===== src/rtl/hazard_pkg.sv =====
// Shared types and constants for the parametrised ARM pipeline hazard unit.
// Forward-select encodings match the Execute-stage operand mux inputs.
package hazard_pkg;

  typedef enum logic [1:0] {
    FWD_RF = 2'b00,
    FWD_W  = 2'b01,
    FWD_M  = 2'b10
  } fwd_sel_t;

  typedef enum logic {
    HOLD = 1'b0,
    RUN  = 1'b1
  } holdoff_state_t;

  // Wide enough for any sane register address; sliced down to AW by users.
  localparam int MAX_AW = 32;
  localparam logic [MAX_AW-1:0] REG_PC = '1;

  function automatic fwd_sel_t fwd_pick(input logic hit_m, input logic hit_w);
    fwd_sel_t sel;
    sel = FWD_RF;
    if (hit_m) begin
      sel = FWD_M;
    end else if (hit_w) begin
      sel = FWD_W;
    end
    return sel;
  endfunction

endpackage


===== src/rtl/hazard_ctrl_param_if.sv =====
// Datapath-facing bundle of the hazard unit: register addresses and pipeline
// control in, stall/flush/forward controls and event counters out.
interface hazard_ctrl_param_if #(
  parameter int NRP   = 3,
  parameter int AW    = 4,
  parameter int CNT_W = 16
);

  logic [NRP*AW-1:0] ra_d;
  logic [NRP-1:0]    ra_d_used;
  logic [NRP*AW-1:0] ra_e;
  logic [NRP-1:0]    ra_e_used;
  logic [AW-1:0]     wa_e;
  logic [AW-1:0]     wa_m;
  logic [AW-1:0]     wa_w;
  logic              regwrite_e;
  logic              regwrite_m;
  logic              regwrite_w;
  logic              memtoreg_e;
  logic              pcsrc_d;
  logic              pcsrc_e;
  logic              pcsrc_m;
  logic              pcsrc_w;
  logic              branch_taken_e;
  logic              cnt_clr;

  logic              stall_f;
  logic              stall_d;
  logic              flush_d;
  logic              flush_e;
  logic [2*NRP-1:0]  fwd_sel_e;
  logic              holdoff_active;
  logic [CNT_W-1:0]  stall_cnt;
  logic [CNT_W-1:0]  flush_cnt;

  modport master (
    output ra_d, ra_d_used, ra_e, ra_e_used,
    output wa_e, wa_m, wa_w,
    output regwrite_e, regwrite_m, regwrite_w, memtoreg_e,
    output pcsrc_d, pcsrc_e, pcsrc_m, pcsrc_w, branch_taken_e, cnt_clr,
    input  stall_f, stall_d, flush_d, flush_e, fwd_sel_e,
    input  holdoff_active, stall_cnt, flush_cnt
  );

  modport slave (
    input  ra_d, ra_d_used, ra_e, ra_e_used,
    input  wa_e, wa_m, wa_w,
    input  regwrite_e, regwrite_m, regwrite_w, memtoreg_e,
    input  pcsrc_d, pcsrc_e, pcsrc_m, pcsrc_w, branch_taken_e, cnt_clr,
    output stall_f, stall_d, flush_d, flush_e, fwd_sel_e,
    output holdoff_active, stall_cnt, flush_cnt
  );

endinterface


===== src/rtl/hazard_ctrl_param_holdoff.sv =====
// Post-reset holdoff FSM: stays in HOLD for HOLDOFF clock edges after reset
// release, then moves to RUN until the next reset.
module hazard_holdoff
  import hazard_pkg::*;
#(
  parameter int HOLDOFF = 4
) (
  input  logic clk,
  input  logic reset,
  output logic holdoff_active
);

  localparam int CW   = (HOLDOFF > 1) ? $clog2(HOLDOFF) : 1;
  localparam int LAST = (HOLDOFF > 0) ? HOLDOFF - 1 : 0;

  holdoff_state_t state_q, state_d;
  logic [CW-1:0]  cnt_q, cnt_d;
  logic           last_edge;

  // HOLDOFF of 0 or 1 both leave HOLD on the first edge after release.
  assign last_edge = (HOLDOFF == 0) || (cnt_q == CW'(LAST));

  always_comb begin
    state_d = state_q;
    cnt_d   = cnt_q;
    if (state_q == HOLD) begin
      if (last_edge) begin
        state_d = RUN;
        cnt_d   = '0;
      end else begin
        cnt_d = cnt_q + CW'(1);
      end
    end
  end

  always_ff @(posedge clk or negedge reset) begin
    if (!reset) begin
      state_q <= HOLD;
      cnt_q   <= '0;
    end else begin
      state_q <= state_d;
      cnt_q   <= cnt_d;
    end
  end

  assign holdoff_active = (state_q == HOLD);

endmodule


===== src/rtl/hazard_ctrl_param.sv =====
// Parametrised hazard unit for the 5-stage ARM pipeline: NRP-port forwarding,
// load-use and PC-write stalls/flushes, holdoff, saturating event counters.
module hazard_ctrl_param
  import hazard_pkg::*;
#(
  parameter int NRP      = 3,
  parameter int AW       = 4,
  parameter int HOLDOFF  = 4,
  parameter int CNT_W    = 16,
  parameter int EXCL_R15 = 1
) (
  input logic               clk,
  input logic               reset,
  hazard_ctrl_param_if.slave hz
);

  localparam logic [CNT_W-1:0] CNT_MAX = '1;
  localparam logic [AW-1:0]    PC_ADDR = REG_PC[AW-1:0];

  logic             holdoff_active;
  logic             run;
  logic [NRP-1:0]   hit_m;
  logic [NRP-1:0]   hit_w;
  logic [NRP-1:0]   hit_ld;
  logic [2*NRP-1:0] fwd_raw;

  logic             ldrstall;
  logic             pcw;
  logic             stall_f;
  logic             stall_d;
  logic             flush_d;
  logic             flush_e;
  logic [2*NRP-1:0] fwd_sel;

  logic [CNT_W-1:0] stall_cnt_q, stall_cnt_d;
  logic [CNT_W-1:0] flush_cnt_q, flush_cnt_d;

  hazard_holdoff #(
    .HOLDOFF (HOLDOFF)
  ) u_holdoff (
    .clk            (clk),
    .reset          (reset),
    .holdoff_active (holdoff_active)
  );

  assign run = ~holdoff_active;

  // Per-port comparators; the PC address is never forwarded when excluded
  // because R15 reads come from the PC path, not from a writeback result.
  for (genvar p = 0; p < NRP; p++) begin : g_port
    logic [AW-1:0] ra_e_p;
    logic [AW-1:0] ra_d_p;
    logic          is_pc;

    assign ra_e_p   = hz.ra_e[p*AW +: AW];
    assign ra_d_p   = hz.ra_d[p*AW +: AW];
    assign is_pc    = (EXCL_R15 != 0) && (ra_e_p == PC_ADDR);
    assign hit_m[p] = hz.ra_e_used[p] & hz.regwrite_m & (ra_e_p == hz.wa_m) & ~is_pc;
    assign hit_w[p] = hz.ra_e_used[p] & hz.regwrite_w & (ra_e_p == hz.wa_w) & ~is_pc;
    assign hit_ld[p] = hz.ra_d_used[p] & (ra_d_p == hz.wa_e);
    assign fwd_raw[2*p +: 2] = fwd_pick(hit_m[p], hit_w[p]);
  end

  always_comb begin
    stall_f  = 1'b0;
    stall_d  = 1'b0;
    flush_d  = 1'b0;
    flush_e  = 1'b0;
    fwd_sel  = '0;
    ldrstall = hz.memtoreg_e & hz.regwrite_e & (|hit_ld);
    pcw      = hz.pcsrc_d | hz.pcsrc_e | hz.pcsrc_m;
    if (run) begin
      stall_d = ldrstall;
      stall_f = ldrstall | pcw;
      flush_d = pcw | hz.pcsrc_w | hz.branch_taken_e;
      flush_e = ldrstall | hz.branch_taken_e;
      fwd_sel = fwd_raw;
    end
  end

  // Flush events count once per cycle no matter how many flush lines are up.
  always_comb begin
    stall_cnt_d = stall_cnt_q;
    flush_cnt_d = flush_cnt_q;
    if (run) begin
      if (hz.cnt_clr) begin
        stall_cnt_d = '0;
        flush_cnt_d = '0;
      end else begin
        if (stall_f && (stall_cnt_q != CNT_MAX)) begin
          stall_cnt_d = stall_cnt_q + CNT_W'(1);
        end
        if ((flush_d || flush_e) && (flush_cnt_q != CNT_MAX)) begin
          flush_cnt_d = flush_cnt_q + CNT_W'(1);
        end
      end
    end
  end

  always_ff @(posedge clk or negedge reset) begin
    if (!reset) begin
      stall_cnt_q <= '0;
      flush_cnt_q <= '0;
    end else begin
      stall_cnt_q <= stall_cnt_d;
      flush_cnt_q <= flush_cnt_d;
    end
  end

  assign hz.stall_f        = stall_f;
  assign hz.stall_d        = stall_d;
  assign hz.flush_d        = flush_d;
  assign hz.flush_e        = flush_e;
  assign hz.fwd_sel_e      = fwd_sel;
  assign hz.holdoff_active = holdoff_active;
  assign hz.stall_cnt      = stall_cnt_q;
  assign hz.flush_cnt      = flush_cnt_q;

endmodule


===== src/flat_wrapper.sv =====
// flat-port wrapper written by rule: the top's interface ports become plain ports
module hazard_ctrl_param_flat import hazard_pkg::*;
#(
  parameter int NRP      = 3,
  parameter int AW       = 4,
  parameter int HOLDOFF  = 4,
  parameter int CNT_W    = 16,
  parameter int EXCL_R15 = 1
)
  (clk, reset, hz_ra_d, hz_ra_d_used, hz_ra_e, hz_ra_e_used, hz_wa_e, hz_wa_m, hz_wa_w, hz_regwrite_e, hz_regwrite_m, hz_regwrite_w, hz_memtoreg_e, hz_pcsrc_d, hz_pcsrc_e, hz_pcsrc_m, hz_pcsrc_w, hz_branch_taken_e, hz_cnt_clr, hz_stall_f, hz_stall_d, hz_flush_d, hz_flush_e, hz_fwd_sel_e, hz_holdoff_active, hz_stall_cnt, hz_flush_cnt);
  hazard_ctrl_param_if #(.NRP(NRP), .AW(AW), .CNT_W(CNT_W)) hz_i ();
  input logic clk;
  input logic reset;
  input wire logic [$bits(hz_i.ra_d)-1:0] hz_ra_d;
  input wire logic [$bits(hz_i.ra_d_used)-1:0] hz_ra_d_used;
  input wire logic [$bits(hz_i.ra_e)-1:0] hz_ra_e;
  input wire logic [$bits(hz_i.ra_e_used)-1:0] hz_ra_e_used;
  input wire logic [$bits(hz_i.wa_e)-1:0] hz_wa_e;
  input wire logic [$bits(hz_i.wa_m)-1:0] hz_wa_m;
  input wire logic [$bits(hz_i.wa_w)-1:0] hz_wa_w;
  input wire logic [$bits(hz_i.regwrite_e)-1:0] hz_regwrite_e;
  input wire logic [$bits(hz_i.regwrite_m)-1:0] hz_regwrite_m;
  input wire logic [$bits(hz_i.regwrite_w)-1:0] hz_regwrite_w;
  input wire logic [$bits(hz_i.memtoreg_e)-1:0] hz_memtoreg_e;
  input wire logic [$bits(hz_i.pcsrc_d)-1:0] hz_pcsrc_d;
  input wire logic [$bits(hz_i.pcsrc_e)-1:0] hz_pcsrc_e;
  input wire logic [$bits(hz_i.pcsrc_m)-1:0] hz_pcsrc_m;
  input wire logic [$bits(hz_i.pcsrc_w)-1:0] hz_pcsrc_w;
  input wire logic [$bits(hz_i.branch_taken_e)-1:0] hz_branch_taken_e;
  input wire logic [$bits(hz_i.cnt_clr)-1:0] hz_cnt_clr;
  output wire logic [$bits(hz_i.stall_f)-1:0] hz_stall_f;
  output wire logic [$bits(hz_i.stall_d)-1:0] hz_stall_d;
  output wire logic [$bits(hz_i.flush_d)-1:0] hz_flush_d;
  output wire logic [$bits(hz_i.flush_e)-1:0] hz_flush_e;
  output wire logic [$bits(hz_i.fwd_sel_e)-1:0] hz_fwd_sel_e;
  output wire logic [$bits(hz_i.holdoff_active)-1:0] hz_holdoff_active;
  output wire logic [$bits(hz_i.stall_cnt)-1:0] hz_stall_cnt;
  output wire logic [$bits(hz_i.flush_cnt)-1:0] hz_flush_cnt;
  assign hz_i.ra_d = hz_ra_d;
  assign hz_i.ra_d_used = hz_ra_d_used;
  assign hz_i.ra_e = hz_ra_e;
  assign hz_i.ra_e_used = hz_ra_e_used;
  assign hz_i.wa_e = hz_wa_e;
  assign hz_i.wa_m = hz_wa_m;
  assign hz_i.wa_w = hz_wa_w;
  assign hz_i.regwrite_e = hz_regwrite_e;
  assign hz_i.regwrite_m = hz_regwrite_m;
  assign hz_i.regwrite_w = hz_regwrite_w;
  assign hz_i.memtoreg_e = hz_memtoreg_e;
  assign hz_i.pcsrc_d = hz_pcsrc_d;
  assign hz_i.pcsrc_e = hz_pcsrc_e;
  assign hz_i.pcsrc_m = hz_pcsrc_m;
  assign hz_i.pcsrc_w = hz_pcsrc_w;
  assign hz_i.branch_taken_e = hz_branch_taken_e;
  assign hz_i.cnt_clr = hz_cnt_clr;
  assign hz_stall_f = hz_i.stall_f;
  assign hz_stall_d = hz_i.stall_d;
  assign hz_flush_d = hz_i.flush_d;
  assign hz_flush_e = hz_i.flush_e;
  assign hz_fwd_sel_e = hz_i.fwd_sel_e;
  assign hz_holdoff_active = hz_i.holdoff_active;
  assign hz_stall_cnt = hz_i.stall_cnt;
  assign hz_flush_cnt = hz_i.flush_cnt;
  hazard_ctrl_param #(.NRP(NRP), .AW(AW), .HOLDOFF(HOLDOFF), .CNT_W(CNT_W), .EXCL_R15(EXCL_R15)) u_core (.clk(clk), .reset(reset), .hz(hz_i));
endmodule

===== config.mk =====
export PLATFORM = sky130hd
export DESIGN_NAME = hazard_ctrl_param_flat
export DESIGN_NICKNAME = d
export VERILOG_FILES = /design/src/rtl/hazard_pkg.sv /design/src/rtl/hazard_ctrl_param_if.sv /design/src/rtl/hazard_ctrl_param_holdoff.sv /design/src/rtl/hazard_ctrl_param.sv /design/src/flat_wrapper.sv
export SDC_FILE = /design/constraint.sdc
export NUM_CORES = 1
export LEC_CHECK = 0
export ABC_CLOCK_PERIOD_IN_PS = 2500
export BUFFER_PORTS_ARGS = -buffer_cell sky130_fd_sc_hd__buf_2
export CORE_MARGIN = 3
export CORE_UTILIZATION = 50
export DETAILED_ROUTE_END_ITERATION = 8
export PLACE_DENSITY_LB_ADDON = 0.12
export SKIP_LAST_GASP = 1
export SYNTH_ARGS = -nofsm -noshare
export SYNTH_HDL_FRONTEND = slang
export SYNTH_SLANG_ARGS = --single-unit

===== constraint.sdc =====
create_clock -name clk -period 2.5 [get_ports clk]
set_input_delay 0 -clock clk [delete_from_list [all_inputs] [get_ports clk]]
set_output_delay 0 -clock clk [all_outputs]
set_load 0.05 [all_outputs]

==> results.yml <==
yosys:
  synth.cell_area_sq_um: 2590
  ys.warnings.count: 0
  synth_area_leader_cell: "dfrtp_1"
  synthFlopType: "dfrtp_1"
  syn_inst: 295
  netlist_top_cells_area: "dfrtp_1 (34%), xnor2_1 (8.5%), nand2_1 (4.9%), xor2_1 (3.7%), nand3_1 (3.3%)"
  ys_ff_latch: 35
  synth_fp_nets: 352
  yosysUniqueCellTypes: 44
  synth_enable_flop_cells: 0
  synthArstFlopShare: 1.00
  yosysSeqAreaShare: 0.338
  syn_area_per_cell_sq_um: 8.78
  synth_top_area_share: 0.338
pwr:
  power_switching_uw: 502
  leakagePower_nw: 1.56
  power_density_nw_per_um2: 474
  intPower_mw: 1.06
  power_frac_clock: 0.343
  peakVddDrop_uv: 451
  switching_share: 0.322
  seqPwrFrac: 0.403
  pwr-share-comb: 0.255
  finalPower_mw: 1.56
drt:
  firstDrtPassIters: 4
  ant_nets: 0
  vias: 2643
  drt-total-wl_mm: 6.70
  drt_iter0_markers: 210
  wl_per_cell_um: 14.4
  viasPerCell: 5.68
  drcViolationCount: 0
sta:
  hold_ws_ns: 0.277
  final-setup-viol-count: 0
  worstMarginPinSlew_ns: 0.771
  worst_slack_ns: 0.179
  rsz0062_at_grt: "false"
  fin_tns_setup_ns: 0
  hold_violations: 0
  slew_violations: 0
  period_share: 0.928
  fin_worst_skew_ns: 0.00376
  slew_headroom: 0.486
  min_period_ns: 2.32
  max_freq_mhz: 431
setup_path:
  path_cells: "ha_1 -> nand4_1 -> or3_1 -> o311a_1 -> o31ai_2 -> buf_6 -> nor4_1 -> a311o_1"
  cp_max_fo: 24
  endpoint_kind: "flip-flop"
  cpPeakStageDelay_ns: 0.40
  critical_path.top_delay_family: "compound AO/OA/AOI/OAI gates"
  critPathKind: "reg2reg"
  ff2ff_path_depth: 8
  crit_slowest_cell: "dfrtp_2"
  cp_num_buf_inv: 1
  required_ns: 2.67
  critPathArrivalTime_ns: 2.50
  cp.depth: 8
  cp-start-kind: "flip-flop"
layout:
  antenna_cells: 0
  fin_nets: 454
  utilization: 0.675
  finalNonFillerCells: 465
  final_common_cell: "buf_2"
  drive_above_1_share: 0.332
  final_cell_mix: "buf_2 (96), nand2_1 (34), dfrtp_1 (33)"
  area_growth_pct: 27.2
  stdcell_area_sq_um: 3300
floorplanning:
  num_io_pins: 97
  die-area_sq_um: 6080
  core_area_sq_um: 4880
  rows: 25
  start_util: 0.531
  die_w_um: 78.0
  die_y_um: 78.0
placed_design:
  place.gp.congestion: 0.880
  portBuffers: 96
  place_hpwl_mm: 5.12
  preCtsSetupSlack_ns: 0.133
  placed_area_sq_um: 3160
  placed_cells: 456
clocking:
  cts_tree: "done"
  root_buffer: "clkbuf_8"
  htreeDepth: 2
  clock_latency_ns: 0.29
  cts_sinks: 35
  cts_buffers: 5
  clkTransAtPathRegs_ns: 0.07
  clk_path_buf_depth: 2
grt:
  grt_start_max_net_pins: 36
  antenna_found_initial: 0
  grtUsageTotal: 0.223
  gr-total-overflow: 0
  grt_pass1_vias: 2436
  grt_pass1_wl_mm: 11.2
flow_run:
  cap_violations: 0
outcome:
  run_status: "complete, no violations"
worst_hold_path:
  min_path_type: "in2reg"
  min_path_cells: 2
-- final timing paths --
kind / to / from / slack (ns)
setup / recovery: u_core.hz.stall_cnt[7] / u_core.hz.stall_cnt[0] / 0.18
hold / removal: u_core.hz.flush_cnt[12] / hz_cnt_clr / 0.28
setup reg to reg: u_core.hz.stall_cnt[7] / u_core.hz.stall_cnt[0] / 0.18
hold reg to reg: u_core.u_holdoff.cnt_q[0] / u_core.u_holdoff.cnt_q[0] / 0.51
max in group asynchronous: u_core.hz.stall_cnt[1] / reset / 1.64
min in group asynchronous: u_core.hz.flush_cnt[3] / reset / 0.32
-- Yosys cell counts, drive strengths merged, types with 2 or more instances --
| cell type | number |
|---|---|
| a21oi | 3 |
| mux2i | 3 |
| a2bb2oi | 2 |
| nand4 | 10 |
| or2 | 10 |
| nand2 | 34 |
| inv | 6 |
| o21ai | 7 |
| a311o | 5 |
| o311a | 3 |
| xor2 | 11 |
| o311ai | 8 |
| xnor2 | 25 |
| and2 | 11 |
| nand2b | 2 |
| o41ai | 3 |
| nor2 | 9 |
| o31ai | 7 |
| nor3b | 3 |
| nand3 | 17 |
| a211o | 5 |
| nor4 | 13 |
| nor3 | 9 |
| clkbuf | 5 |
| and3 | 8 |
| o211ai | 2 |
| or3 | 10 |
| ha | 3 |
| or4 | 3 |
| dfrtp | 35 |
| nor4b | 4 |
| a21o | 3 |
| buf | 8 |
| o32ai | 2 |
-- sequential cells by signal, summed over array words and instances, names as in the netlist --
register                  cells
u_core.u_holdoff.state_q      1
u_core.u_holdoff.cnt_q        2
u_core.hz.stall_cnt          16
u_core.hz.flush_cnt          16
-- kinds of logic (layout without fill, tap and decap cells) --
logic type | Yosys count | in the layout | synth area share
multiplexers | 4 | 4 | 0.0159
XOR/XNOR | 36 | 36 | 0.122
AO/OA/AOI/OAI | 53 | 53 | 0.166
buffers and inverters | 19 | 122 | 0.0401
AND/OR/NAND/NOR | 145 | 145 | 0.304
flip-flops | 35 | 35 | 0.338
adder cells (fa/ha/maj) | 3 | 3 | 0.0145
-- routing by layer --
layer | GRT usage | share of wire | vias up
li1 | - | - | 1314
met1 | 0.307 | 0.46 | 1228
met2 | 0.368 | 0.46 | 96
met3 | 0.0452 | 0.072 | 5
met4 | 0.0367 | 0.0066 | 0
met5 | 0 | 0 | -
-- area by class of cell --
cell class                 count  area (sq um)
sequential                    35           878
inverter                       6          22.5
fill                         425          1580
multi-input combinational    241          1620
clock inverter                 2          35.0
tap                           67          83.8
clock buffer                   6          82.6
timing repair buffer         108           577
-- power by group through the flow --
stage          clock network [mW]  logic, mW  registers [mW]
3_5_place_dp                    0      0.399           0.639
6_report                    0.535      0.398           0.629
5_1_grt                     0.559      0.431           0.633
3_3_place_gp                    0      0.392           0.638
2_1_floorplan                   0      0.169           0.733
4_1_cts                     0.542      0.400           0.628
-- worst register-to-register path: stages, from the launching register on --
cell and delay (ns):
dfrtp_2 0.40, ha_1 0.21, nand4_1 0.10, or3_1 0.34, o311a_1 0.35, o31ai_2 0.14
buf_6 0.27, nor4_1 0.08, a311o_1 0.33
-- timing repair --
| action | CTS | global route |
|---|---|---|
| setup buffers | 0 | 0 |
| endpoints found under the hold margin | 35 | 0 |
| hold buffers | 1 | 0 |
| gates resized for setup | 0 | 1 |
| endpoints found under the setup margin | 0 | 2 |
Power figures use the tool's default switching activity.
